### src/rtl/shot_builder.sv
// Shot manager: spawns shots on trigger edges, moves live shots up once per frame and
// answers renderer requests round-robin. Optional spawn cooldown: SHOT_BUILDER_COOLDOWN_EN.
module shot_builder #(
  parameter int MAX_SHOTS       = 8,
  parameter int SHOT_Y_START    = 440,
  parameter int SHOT_STEP       = 4,
  parameter int H_LAST          = 640,
  parameter int V_LAST          = 480,
  parameter int COOLDOWN_FRAMES = 4
) (
  input  logic       clk,
  input  logic       reset,
  input  logic       fire,
  input  logic [9:0] pos_x,
  input  logic [9:0] vcount,
  input  logic [9:0] hcount,
  input  logic       peticion,
  output logic [9:0] position_y,
  output logic [9:0] position_x,
  output logic [5:0] conta
);

  localparam int IW = (MAX_SHOTS > 1) ? $clog2(MAX_SHOTS) : 1;
  localparam logic [9:0] OFF_SCREEN = 10'h3FF;

  logic [MAX_SHOTS-1:0] r_valid;
  logic [9:0]           r_x [MAX_SHOTS];
  logic [9:0]           r_y [MAX_SHOTS];
  logic                 r_fire_q;
  logic [IW-1:0]        r_rd_ptr;
  logic [9:0]           r_pos_x;
  logic [9:0]           r_pos_y;
  logic [5:0]           r_conta;

  logic                 w_tick;
  logic                 w_rise;
  logic                 w_cool_ok;
  logic                 w_spawn;
  logic                 w_free_found;
  logic [IW-1:0]        w_free_idx;
  logic [MAX_SHOTS-1:0] w_valid_n;
  logic [9:0]           w_x_n [MAX_SHOTS];
  logic [9:0]           w_y_n [MAX_SHOTS];
  logic [5:0]           w_cnt;
  logic                 w_hit;
  logic [IW-1:0]        w_hit_idx;

  assign w_tick  = (hcount == 10'(H_LAST)) && (vcount == 10'(V_LAST));
  assign w_rise  = fire && !r_fire_q;
  assign w_spawn = w_rise && w_cool_ok && w_free_found;

`ifdef SHOT_BUILDER_COOLDOWN_EN
  localparam int CW = (COOLDOWN_FRAMES > 0) ? $clog2(COOLDOWN_FRAMES + 1) : 1;
  logic [CW-1:0] r_cool;

  assign w_cool_ok = (r_cool == '0);

  // a spawn restarts the lockout even if a tick lands in the same cycle
  always_ff @(posedge clk) begin
    if (reset) begin
      r_cool <= '0;
    end else if (w_spawn) begin
      r_cool <= CW'(COOLDOWN_FRAMES);
    end else if (w_tick && (r_cool != '0)) begin
      r_cool <= r_cool - 1'b1;
    end
  end
`else
  assign w_cool_ok = 1'b1;
`endif

  // lowest free slot, taken from the pre-tick mask
  always_comb begin
    w_free_found = 1'b0;
    w_free_idx   = '0;
    for (int i = 0; i < MAX_SHOTS; i++) begin
      if (!r_valid[i] && !w_free_found) begin
        w_free_found = 1'b1;
        w_free_idx   = IW'(i);
      end
    end
  end

  always_comb begin
    w_valid_n = r_valid;
    w_x_n     = r_x;
    w_y_n     = r_y;
    if (w_tick) begin
      for (int i = 0; i < MAX_SHOTS; i++) begin
        if (r_valid[i]) begin
          if (r_y[i] < 10'(SHOT_STEP)) begin
            w_valid_n[i] = 1'b0;
          end else begin
            w_y_n[i] = r_y[i] - 10'(SHOT_STEP);
          end
        end
      end
    end
    if (w_spawn) begin
      w_valid_n[w_free_idx] = 1'b1;
      w_x_n[w_free_idx]     = pos_x;
      w_y_n[w_free_idx]     = 10'(SHOT_Y_START);
    end
  end

  always_comb begin
    w_cnt = '0;
    for (int i = 0; i < MAX_SHOTS; i++) begin
      w_cnt = w_cnt + 6'(w_valid_n[i]);
    end
  end

  // round-robin scan starting after rd_ptr, rd_ptr itself checked last
  always_comb begin
    int j;
    w_hit     = 1'b0;
    w_hit_idx = r_rd_ptr;
    for (int k = 1; k <= MAX_SHOTS; k++) begin
      j = (int'(r_rd_ptr) + k) % MAX_SHOTS;
      if (!w_hit && r_valid[IW'(j)]) begin
        w_hit     = 1'b1;
        w_hit_idx = IW'(j);
      end
    end
  end

  always_ff @(posedge clk) begin
    if (reset) begin
      r_valid  <= '0;
      r_fire_q <= 1'b0;
      r_rd_ptr <= IW'(MAX_SHOTS - 1);
      r_pos_x  <= OFF_SCREEN;
      r_pos_y  <= OFF_SCREEN;
      r_conta  <= '0;
      for (int i = 0; i < MAX_SHOTS; i++) begin
        r_x[i] <= '0;
        r_y[i] <= '0;
      end
    end else begin
      r_fire_q <= fire;
      r_valid  <= w_valid_n;
      r_x      <= w_x_n;
      r_y      <= w_y_n;
      r_conta  <= w_cnt;
      if (peticion) begin
        if (w_hit) begin
          r_pos_x  <= r_x[w_hit_idx];
          r_pos_y  <= r_y[w_hit_idx];
          r_rd_ptr <= w_hit_idx;
        end else begin
          r_pos_x <= OFF_SCREEN;
          r_pos_y <= OFF_SCREEN;
        end
      end
    end
  end

  assign position_x = r_pos_x;
  assign position_y = r_pos_y;
  assign conta      = r_conta;

endmodule

### config.mk
export PLATFORM = sky130hd
export DESIGN_NAME = shot_builder
export DESIGN_NICKNAME = d
export VERILOG_FILES = /design/src/rtl/shot_builder.sv
export SDC_FILE = /design/constraint.sdc
export NUM_CORES = 1
export LEC_CHECK = 0
export ABC_AREA = 0
export BUFFER_PORTS_ARGS = -buffer_cell sky130_fd_sc_hd__buf_2
export CAP_MARGIN = 20
export CORE_AREA = 2 2 154 156
export CTS_BUF_LIST = sky130_fd_sc_hd__clkbuf_16
export CTS_CLUSTER_DIAMETER = 200
export DETAILED_ROUTE_END_ITERATION = 8
export DIE_AREA = 0 0 156 158
export HOLD_SLACK_MARGIN = 0.03
export PLACE_DENSITY_LB_ADDON = 0.2
export SLEW_MARGIN = 20
export SYNTH_ARGS = -nofsm -noshare
export SYNTH_HDL_FRONTEND = slang
export SYNTH_SLANG_ARGS = --single-unit
### constraint.sdc
create_clock -name clk -period 4.6 [get_ports clk]
set_input_delay 0.46 -clock clk [delete_from_list [all_inputs] [get_ports clk]]
set_output_delay 0.46 -clock clk [all_outputs]
set_load 0.1 [all_outputs]
==> metrics.md, run 1 <==
| Metric | Value |
|---|---|
| Outcome | `finished clean` |
| Initial Util | `56.0%` |
| Number of diodes | `0` |
| Max-Cap Viols | `0` |
| DRC Markers | `0` |
| ANT nets after route | `0` |
| Initial antenna violation count | `0` |
| Crit share post-route | `93.8%` |
| RSZ-0062 raised after global routing | `no` |
| Top-area cell type share of the netlist area | `30.4%` |
| Max IR drop VDD | `835 uV` |
| Hold Path Class | `in -> reg` |
| Slowest CP cell | `or4b_2` |
| Hold Vio Cnt, Final | `0` |
| Met3 wire len | `2.76 mm` |
| CP top delay family | `adder cells` |
| Mapped cell area | `12900 sq um` |
| Worst Path Arrival | `4640 ps` |
| Ys flop type | `dfxtp_1` |
| Worst Clk Skew | `16.7 ps` |
| Post-synthesis compound-gate area fraction | `22.9%` |
| Vias in the first global route | `10900` |
| Htree depth | `4` |
| Core ar. | `23100 sq um` |
| Worst path required time | `4920 ps` |
| PostCTS Resize Cnt | `0` |
| Gr usage total | `30.5%` |
| DR vias | `12100` |
| Critical path capture point type | `flop` |
| Drt wl/cell | `20.9 microns` |
| Synth Warn # | `0` |
| Layout cell share with drive strength beyond 1 | `between 10% and 20%` |
| Distinct cells, synth | `82` |
| Grt total ovfl | `0` |
| WL met2 | `17.7 mm` |
| Synth area leader | `dfxtp_1` |
| Synth Area in XOR/XNOR | `1.75%` |
| Final Setup Violations | `0` |
| Commonest non-fill, non-tap cell in the layout | `mux2i_1` |
| Lkg Pwr | `5.94 nW` |
| Die height | `around 160 microns` |
| CP max FO | `5` |
| DR pass1 iterations | `6` |
| Overall die width | `around 160 microns` |
| Drt first-iter violations | `1334` |
| Routability cong. | `0.893` |
| Num Clock Sinks | `196` |
| CP Launch Type | `flop` |
| Clock slew at reported path FFs | `80 ps` |
| Placed Cells | `1782` |
| Count of hold-fix buffers inserted at cts | `0` |
| Worst-path cell chain | `inv_1 > ha_1 > or4b_2 > nor2b_1 > nand2_1 > a22oi_1 > fa_1 > fa_1 > fa_1 > inv_1 > ha_1 > inv_1 > fa_1 > xor2_1 > nor2_1` |
| Post-synth EDFFs | `0` |
| Tmin final | `4320 ps` |
| Synth Area per Inst | `around 8.3 sq um` |
| Final slew viol count | `0` |
| Max Root-Sink Buffers | `2` |
| Async set-reset flop share out of synthesis | `0%` |
| Buf/Inv on CP | `3` |
| Area contributors post-synth | `dfxtp_1 (30%), mux2i_1 (17%), a221o_1 (6.3%)` |
| Layout Utilization | `about 60%` |
| Largest family of logic cells by synthesized area | `compound AO/OA/AOI/OAI gates` |
| Multiplexer area fraction after synthesis | `19.8%` |
| Met1 Wirelength | `16.6 mm` |
| Row Count | `56` |
| Yosys reg bits | `196` |
| Worst-Margin Slew | `1120 ps` |
| P&R area growth vs syn | `7.57%` |
| Fmax | `about 0.23 GHz` |
| Largest net degree at the start of global routing | `approximately 100` |
| Slew headroom | `25.1%` |
| CTS buffer count | `17` |
| First-pass GRT wire length | `roughly 60 mm` |
| I/O pin count | `60` |
| Vias/cell | `~6.7` |
| TritonCTS clock tree | `built` |
| Final WL | `37.9 mm` |
| Most frequent cells in the layout | `mux2i_1 (222), dfxtp_1 (195), a21oi_1 (145)` |
| Max Used Layer | `met4` |
| Buffers on Ports | `57` |
| Post-CTS Setup Bufs | `0` |
| Die area | `24600 sq um` |
| CTS root buf | `clkbuf_16` |
| HPWL Detailed | `22.7 mm` |
| Top cell by count, worst path | `fa_1` |
| Synth Area in Adders | `under 10%` |
| Cells after synthesis | `1553` |
| Clock Latency Late Sink | `460 ps` |
| Sequential fraction of the synthesis area | `30.4%` |
| Setup TNS | `0 ps` |
| Post-route insts no fill | `roughly 1800` |
| Simple-gate share of the synthesized area | `between 15 and 20%` |
| Setup Crit Path Kind | `reg -> reg` |
| CP max stage delay | `just over 600 ps` |
| Pwr dens | `554 nW/um^2` |
| Layout Nets | `1562` |
-- cell families after synthesis --
| family | after synthesis |
|---|---|
| simple gates | 450 |
| other cells | 1 |
| compound gates | 437 |
| xor+xnor | 22 |
| fa+ha+maj | 17 |
| flops | 196 |
| mux | 240 |
| buf+inv | 190 |
-- through the flow --
stage / total power (W) / hold WS [ps] / area, sq um / setup WS [ps]
finish: 0.00769 / 231 / 13900 / 285
global route: 0.00802 / 262 / 13900 / 46.4
CTS: 0.00765 / 226 / 13900 / 281
detailed placement: 0.00612 / 448 / 13300 / 73.7
global placement: 0.00610 / 444 / 13300 / 92.1
floorplan: 0.00501 / 434 / 12900 / 31.9
-- sequential cells by signal (all words and copies together) (netlist names) --
name        cells
r_fire_q        1
position_x     10
r_y            80
conta           4
r_rd_ptr        3
position_y     10
r_valid         8
r_x            80
-- where the power goes --
| group | internal, W | switching [W] | total, W |
|---|---|---|---|
| clock | 0.000742 | 0.000793 | 0.00153 |
| sequential | 0.00178 | 0.0000836 | 0.00186 |
| combinational | 0.00139 | 0.00290 | 0.00429 |
| total | 0.00391 | 0.00378 | 0.00769 |
-- layout make-up --
cell class / count / area (sq um)
fillers: 2039 / 9160
multi-input cells: 1168 / 8230
well taps: 290 / 363
clock inverters: 15 / 180
flip-flops and latches: 196 / 3930
inverters: 36 / 135
clock buffers: 17 / 425
repair buffers: 92 / 629
-- worst reg2reg max path: cells and delay by family, from the launching register on --
| kind | cells | cell delay, ps |
|---|---|---|
| adder cells (fa/ha/maj) | 6 | 2190 |
| XOR/XNOR | 1 | 140 |
| flip-flops | 1 | 350 |
| AND/OR/NAND/NOR | 4 | 1030 |
| AO/OA/AOI/OAI | 1 | 260 |
| buffers and inverters | 3 | 220 |
-- Yosys cell counts, types with 4 or more instances --
cell	n
a21oi_1	145
a221o_1	81
a31oi_1	9
and2_1	11
and3_1	5
buf_2	26
buf_4	5
buf_6	7
clkbuf_1	115
dfxtp_1	196
fa_1	4
ha_1	13
inv_1	35
mux2_2	5
mux2i_1	223
mux4_2	10
nand2_1	137
nand2b_1	10
nand3_1	17
nor2_1	104
nor2b_1	8
nor3_1	84
nor3b_1	17
nor4_1	7
nor4b_1	4
o21ai_0	23
o21ai_1	43
o22ai_1	81
o311a_1	20
or3_1	17
or4_1	8
xnor2_1	14
xor2_1	5
-- worst paths after layout --
check / startpoint / end / slack (ps) / cells past startpoint
worst max-delay path: r_y[72] / conta[2] / 280 / 15
worst min-delay path: fire / r_fire_q / 230 / 2
worst max register to register: r_y[72] / conta[2] / 280 / 15
worst min register to register: r_y[41] / r_y[41] / 460 / 2
-- routing by layer --
layer / vias to the layer above / track usage (%)
met5: - / 0
met4: 0 / 9.57
met3: 49 / 4.22
met2: 455 / 50.3
met1: 5896 / 41.4
li1: 5707 / -
Power figures use the tool's default switching activity.
==> run 2: changes to the inputs <==
==> constraint.sdc (replaced) <==
create_clock -name clk -period 3.75 [get_ports clk]
set_input_delay 0.375 -clock clk [delete_from_list [all_inputs] [get_ports clk]]
set_output_delay 0.375 -clock clk [all_outputs]
set_load 0.1 [all_outputs]
==> run 2 against run 1 <==
Against the previous run:
- the flow now finishes with violations (setup timing)
- cell area increased by 5.3%
- clock power rose by 21%
- hold slack lost 38 ps
- die area is the same
- sequential share of layout area down 1.4 points
- non-clock buffer count is 78 higher
- critical path depth fell by 1
- utilization is 3.2 points higher
- setup slack got worse by 390 ps
- via count grew 3.7%
- largest cell class unchanged
==> metrics.md, run 2 (same netlist as run 1, synthesis figures left out) <==
| Metric | Value |
|---|---|
| DR pass1 iterations | `5` |
| ANT nets after route | `0` |
| Most frequent cells in the layout | `mux2i_1 (220), dfxtp_1 (192), a21oi_1 (145)` |
| Worst Clk Skew | `13.8 ps` |
| Buffers on Ports | `57` |
| CP Launch Type | `flop` |
| Die area | `24600 sq um` |
| Outcome | `finished with violations` |
| Hold Path End | `r_fire_q` |
| Hold Vio Cnt, Final | `0` |
| Hold Crit Start | `fire` |
| CTS buffer count | `17` |
| HPWL Detailed | `between 20 and 30 mm` |
| Vias in the first global route | `11500` |
| Drt wl/cell | `20.7 microns` |
| Top flop regs | `r_x x80, r_y x80` |
| Gr usage total | `31.6%` |
| Setup Crit Path Kind | `reg -> reg` |
| Layout Nets | `between 1500 and 2000` |
| First-pass GRT wire length | `61.9 mm` |
| Largest net degree at the start of global routing | `between 100 and 150` |
| Initial antenna violation count | `0` |
| Commonest non-fill, non-tap cell in the layout | `mux2i_1` |
| DR vias | `between 10000 and 15000` |
| Worst-Margin Slew | `between 1000 and 1500 ps` |
| Clock Latency Late Sink | `450 ps` |
| Grt total ovfl | `0` |
| Fmax | `0.259 GHz` |
| Layout cell share with drive strength beyond 1 | `about 16%` |
| Reg area | `approximately 4000 sq um` |
| Final WS setup | `-104 ps` |
| Final Setup Violations | `2` |
| Setup TNS | `-175 ps` |
| Drt first-iter violations | `between 1000 and 1500` |
| Number of diodes | `0` |
| Count of hold-fix buffers inserted at cts | `0` |
| Area of the multi-input gates | `8290 sq um` |
| CP max FO | `2` |
| Final slew viol count | `0` |
| Die height | `158 microns` |
| Max Root-Sink Buffers | `2` |
| Hold Path Stages | `2` |
| Hold Path Class | `in -> reg` |
| Overall die width | `156 microns` |
| Max-Cap Viols | `0` |
| Layout fillers | `1995` |
| Cells on worst reg2reg path | `14` |
| CTS root buf | `clkbuf_16` |
| Worst R2R End | `conta[1]` |
| Final WL | `roughly 39 mm` |
| Core ar. | `23100 sq um` |
| Post-DP Area | `13900 sq um` |
| Htree depth | `4` |
| Lkg Pwr | `6.37 nW` |
| RSZ-0062 raised after global routing | `yes` |
| Pre-CTS WS | `-421 ps` |
| Vias/cell | `6.63` |
| Max IR drop VDD | `792 uV` |
| Worst Path Arrival | `4180 ps` |
| Pwr dens | `688 nW/um^2` |
| Row Count | `56` |
| Worst reg2reg startpoint | `r_y[72]` |
| Worst path required time | `4070 ps` |
| Critical path capture point type | `flop` |
| Failing checks | `setup timing` |
| Clock slew at reported path FFs | `80 ps` |
| Num Clock Sinks | `196` |
| TritonCTS clock tree | `built` |
| Crit share post-route | `103%` |
| Slew headroom | `26.3%` |
| Routability cong. | `0.882` |
| I/O pin count | `60` |
| Initial Util | `around 56%` |
| DRC Markers | `0` |
| Worst R2R Setup Slack | `-100 ps` |
| Hold slack | `193 ps` |
| Tmin final | `3850 ps` |
| P&R area growth vs syn | `13.2%` |
| Post-route cell area | `14600 sq um` |
[run 2: final cells by class]
| type | instances | share of cell area [%] |
|---|---|---|
| Clock buffer | 17 | 2.91 |
| Clock inverter | 15 | 1.10 |
| Inverter | 36 | 0.924 |
| Timing Repair Buffer | 170 | 9.00 |
| Sequential cell | 196 | 26.9 |
| Tap cell | 290 | 2.48 |
| Multi-Input combinational cell | 1168 | 56.7 |
[run 2: worst max path at each step]
stage	startpoint	end	slack, ps	depth (start not counted)
2_1_floorplan	hcount[1]	conta[2]	-440	16
5_1_grt	r_y[72]	conta[1]	-230	14
4_1_cts	r_y[72]	conta[1]	-30	14
6_report	r_y[72]	conta[1]	-100	14
3_3_place_gp	hcount[1]	conta[2]	-320	15
3_5_place_dp	hcount[1]	conta[2]	-420	15
[run 2: layer usage]
metal	vias up	track usage (%)	wire length, microns
li1	5869	-	-
met1	6091	42.7	17100
met2	512	51.5	18300
met3	81	4.41	2660
met4	0	11.9	1130
met5	-	0	0
[run 2: metrics by stage]
step	util (%)	instances	total power, W
after floorplan	-	1554	0.00615
after global placement	60.3	1853	0.00794
after detailed placement	60.3	1853	0.00799
after CTS	63.1	1888	0.00982
after global routing	63.4	1892	0.0105
final	63.4	1892	0.0101
[run 2: what timing repair did]
action	in CTS	in global routing
pin swaps	1	7
resized for setup	11	9
buffers inserted	3	4
endpoints found under the setup margin	3	21
[run 2: critical path, cell delays in order, from the launching register on]
cell and delay (ps):
dfxtp_2 330, inv_2 70, ha_4 120, or4b_4 480, nor2b_4 170, nand2_2 60
a22oi_2 180, fa_1 490, fa_1 580, fa_1 410, inv_1 70, ha_2 180
inv_2 40, fa_2 500, nor2_1 40
[run 2: power by group]
group	internal [W]	switching, W	leakage, nW	total (W)
clock	0.000896	0.000952	0.285	0.00185
sequential	0.00218	0.0000810	1.59	0.00226
combinational	0.00223	0.00371	4.49	0.00594
total	0.00531	0.00474	6.37	0.0101
==> run 3: changes to the inputs <==
--- a/config.mk
+++ b/config.mk
@@ -13,8 +13,8 @@
 export CTS_CLUSTER_DIAMETER = 200
 export DETAILED_ROUTE_END_ITERATION = 8
 export DIE_AREA = 0 0 156 158
-export HOLD_SLACK_MARGIN = 0.03
 export PLACE_DENSITY_LB_ADDON = 0.2
+export SKIP_CTS_REPAIR_TIMING = 1
 export SLEW_MARGIN = 20
 export SYNTH_ARGS = -nofsm -noshare
 export SYNTH_HDL_FRONTEND = slang
==> run 3 against run 2 <==
Against the previous run:
- the run still ends with setup timing left
- sequential share of layout area increased by 0.065 points
- global-route usage decreased by 0.088 points
- wire length increased by 0.28%
- critical path depth unchanged
- count of clock-buffer cells in the layout unchanged
- utilization decreased by 0.17 points
- critical endpoint unchanged
- largest power group unchanged
- highest routed layer unchanged
==> metrics.md, run 3 (same netlist as run 1, synthesis figures left out) <==
| Metric | Value |
|---|---|
| Outcome | `finished with violations` |
| Failing checks | `setup timing` |
| RSZ-0062 raised after global routing | `yes` |
| CTS root buf | `clkbuf_16` |
| Drt first-iter violations | `1402` |
| Critical path capture point type | `flop` |
| Most Used Layer, Global Route | `met2` |
| Max-Cap Viols | `0` |
| Slew headroom | `26.1%` |
| Top flop regs | `r_x x80, r_y x80` |
| Worst Path Arrival | `4170 ps` |
| Top cell by count, worst path | `fa_1` |
| Layout cell share with drive strength beyond 1 | `16.0%` |
| Worst-path cell chain | `inv_2 > ha_4 > or4b_4 > nor2b_4 > nand2_2 > a22oi_2 > fa_1 > fa_1 > fa_1 > inv_1 > ha_2 > inv_2 > fa_2 > nor2_1` |
| Tmin final | `3850 ps` |
| Row Count | `56` |
| Worst R2R End | `conta[1]` |
| Crit share post-route | `103%` |
| Setup Crit Path Kind | `reg -> reg` |
| Number of diodes | `0` |
| Cells on worst reg2reg path | `14` |
| DR vias | `~13000` |
| Overall die width | `156 microns` |
| Final slew viol count | `0` |
| Hold slack | `189 ps` |
| Die area | `24600 sq um` |
| CP max FO | `2` |
| Setup TNS | `-182 ps` |
| Worst R2R Setup Slack | `-100 ps` |
| CP Launch Type | `flop` |
| Buffers on Ports | `57` |
| Worst path required time | `4070 ps` |
| Slowest CP cell | `fa_1` |
| Hold Crit Start | `fire` |
| Clock Latency Late Sink | `roughly 450 ps` |
| Pre-CTS WS | `-421 ps` |
| CP max stage delay | `580 ps` |
| Pwr dens | `689 nW/um^2` |
| Max IR drop VDD | `794 uV` |
| Worst-Margin Slew | `1110 ps` |
| TritonCTS clock tree | `built` |
| Hold Vio Cnt, Final | `0` |
| Layout Nets | `approximately 1600` |
| Die height | `approximately 160 microns` |
| Vias in the first global route | `11500` |
| Fmax | `0.260 GHz` |
| Worst reg2reg startpoint | `r_y[72]` |
| Hold Path Stages | `2` |
| Core ar. | `23100 sq um` |
| Clock slew at reported path FFs | `80 ps` |
| Largest net degree at the start of global routing | `about 120` |
| P&R area growth vs syn | `12.9%` |
| Critical path depth | `14` |
| Post-DP Area | `13900 sq um` |
| Initial Util | `between 50% and 60%` |
| Grt total ovfl | `0` |
| Lkg Pwr | `between 6 and 7 nW` |
| Worst Clk Skew | `approximately 14 ps` |
| Num Clock Sinks | `196` |
| Vias/cell | `approximately 6.7` |
| ANT nets after route | `0` |
| Final WL | `39.3 mm` |
| Most frequent cells in the layout | `mux2i_1 (220), dfxtp_1 (193), a21oi_1 (145)` |
| Htree depth | `4` |
| Layout Utilization | `a little over three fifths` |
| GRT met1 Usage | `42.6%` |
| HPWL Detailed | `25.2 mm` |
| Initial antenna violation count | `0` |
| Final WS setup | `-98.0 ps` |
| Final Setup Violations | `2` |
| Routability cong. | `0.882` |
| I/O pin count | `60` |
| Post-route cell area | `14600 sq um` |
| Drt wl/cell | `20.8 microns` |
| Gr usage total | `a little under a third` |
| First-pass GRT wire length | `61.7 mm` |
| Met2 Use GR | `51.2%` |
| Hold Path Class | `in -> reg` |
| DR pass1 iterations | `5` |
| Max Root-Sink Buffers | `2` |
| Hold Path End | `r_fire_q` |
| Commonest non-fill, non-tap cell in the layout | `mux2i_1` |
| DRC Markers | `0` |
| Met3 usage | `4.41%` |
| CTS buffer count | `17` |
| CP top delay family | `adder cells` |
| Buf/Inv on CP | `3` |
[run 3: metrics by stage]
step | power, W | std cells
2_1_floorplan | 0.00615 | 1554
3_3_place_gp | 0.00794 | 1853
3_5_place_dp | 0.00799 | 1853
4_1_cts | 0.00981 | 1885
5_1_grt | 0.0105 | 1888
6_report | 0.0100 | 1888
[run 3: cell type report]
type | count | area, sq um
fillers | 1997 | 8470
multi-input cells | 1168 | 8280
flip-flops and latches | 196 | 3930
repair buffers | 166 | 1280
clock buffers | 17 | 425
well taps | 290 | 363
clock inverters | 15 | 161
inverters | 36 | 135
[run 3: how the worst max path moves through the flow]
| stage | start | end | slack (ps) |
|---|---|---|---|
| finish | r_y[72] | conta[1] | -100 |
| global placement | hcount[1] | conta[2] | -320 |
| global route | r_y[72] | conta[1] | -260 |
| floorplan | hcount[1] | conta[2] | -440 |
| CTS | r_y[72] | conta[2] | -340 |
| detailed placement | hcount[1] | conta[2] | -420 |
[run 3: where the power goes]
group	switching [W]	internal, W
Combinational	0.00371	0.00222
Sequential	0.0000816	0.00218
Clock	0.000949	0.000896
Total	0.00474	0.00530
[run 3: metal layers]
layer | routed length (microns) | vias to the layer above
li1 | - | 5869
met2 | 18400 | 491
met1 | 17000 | 6150
met3 | 2760 | 76
met4 | 1140 | 0
met5 | 0 | -
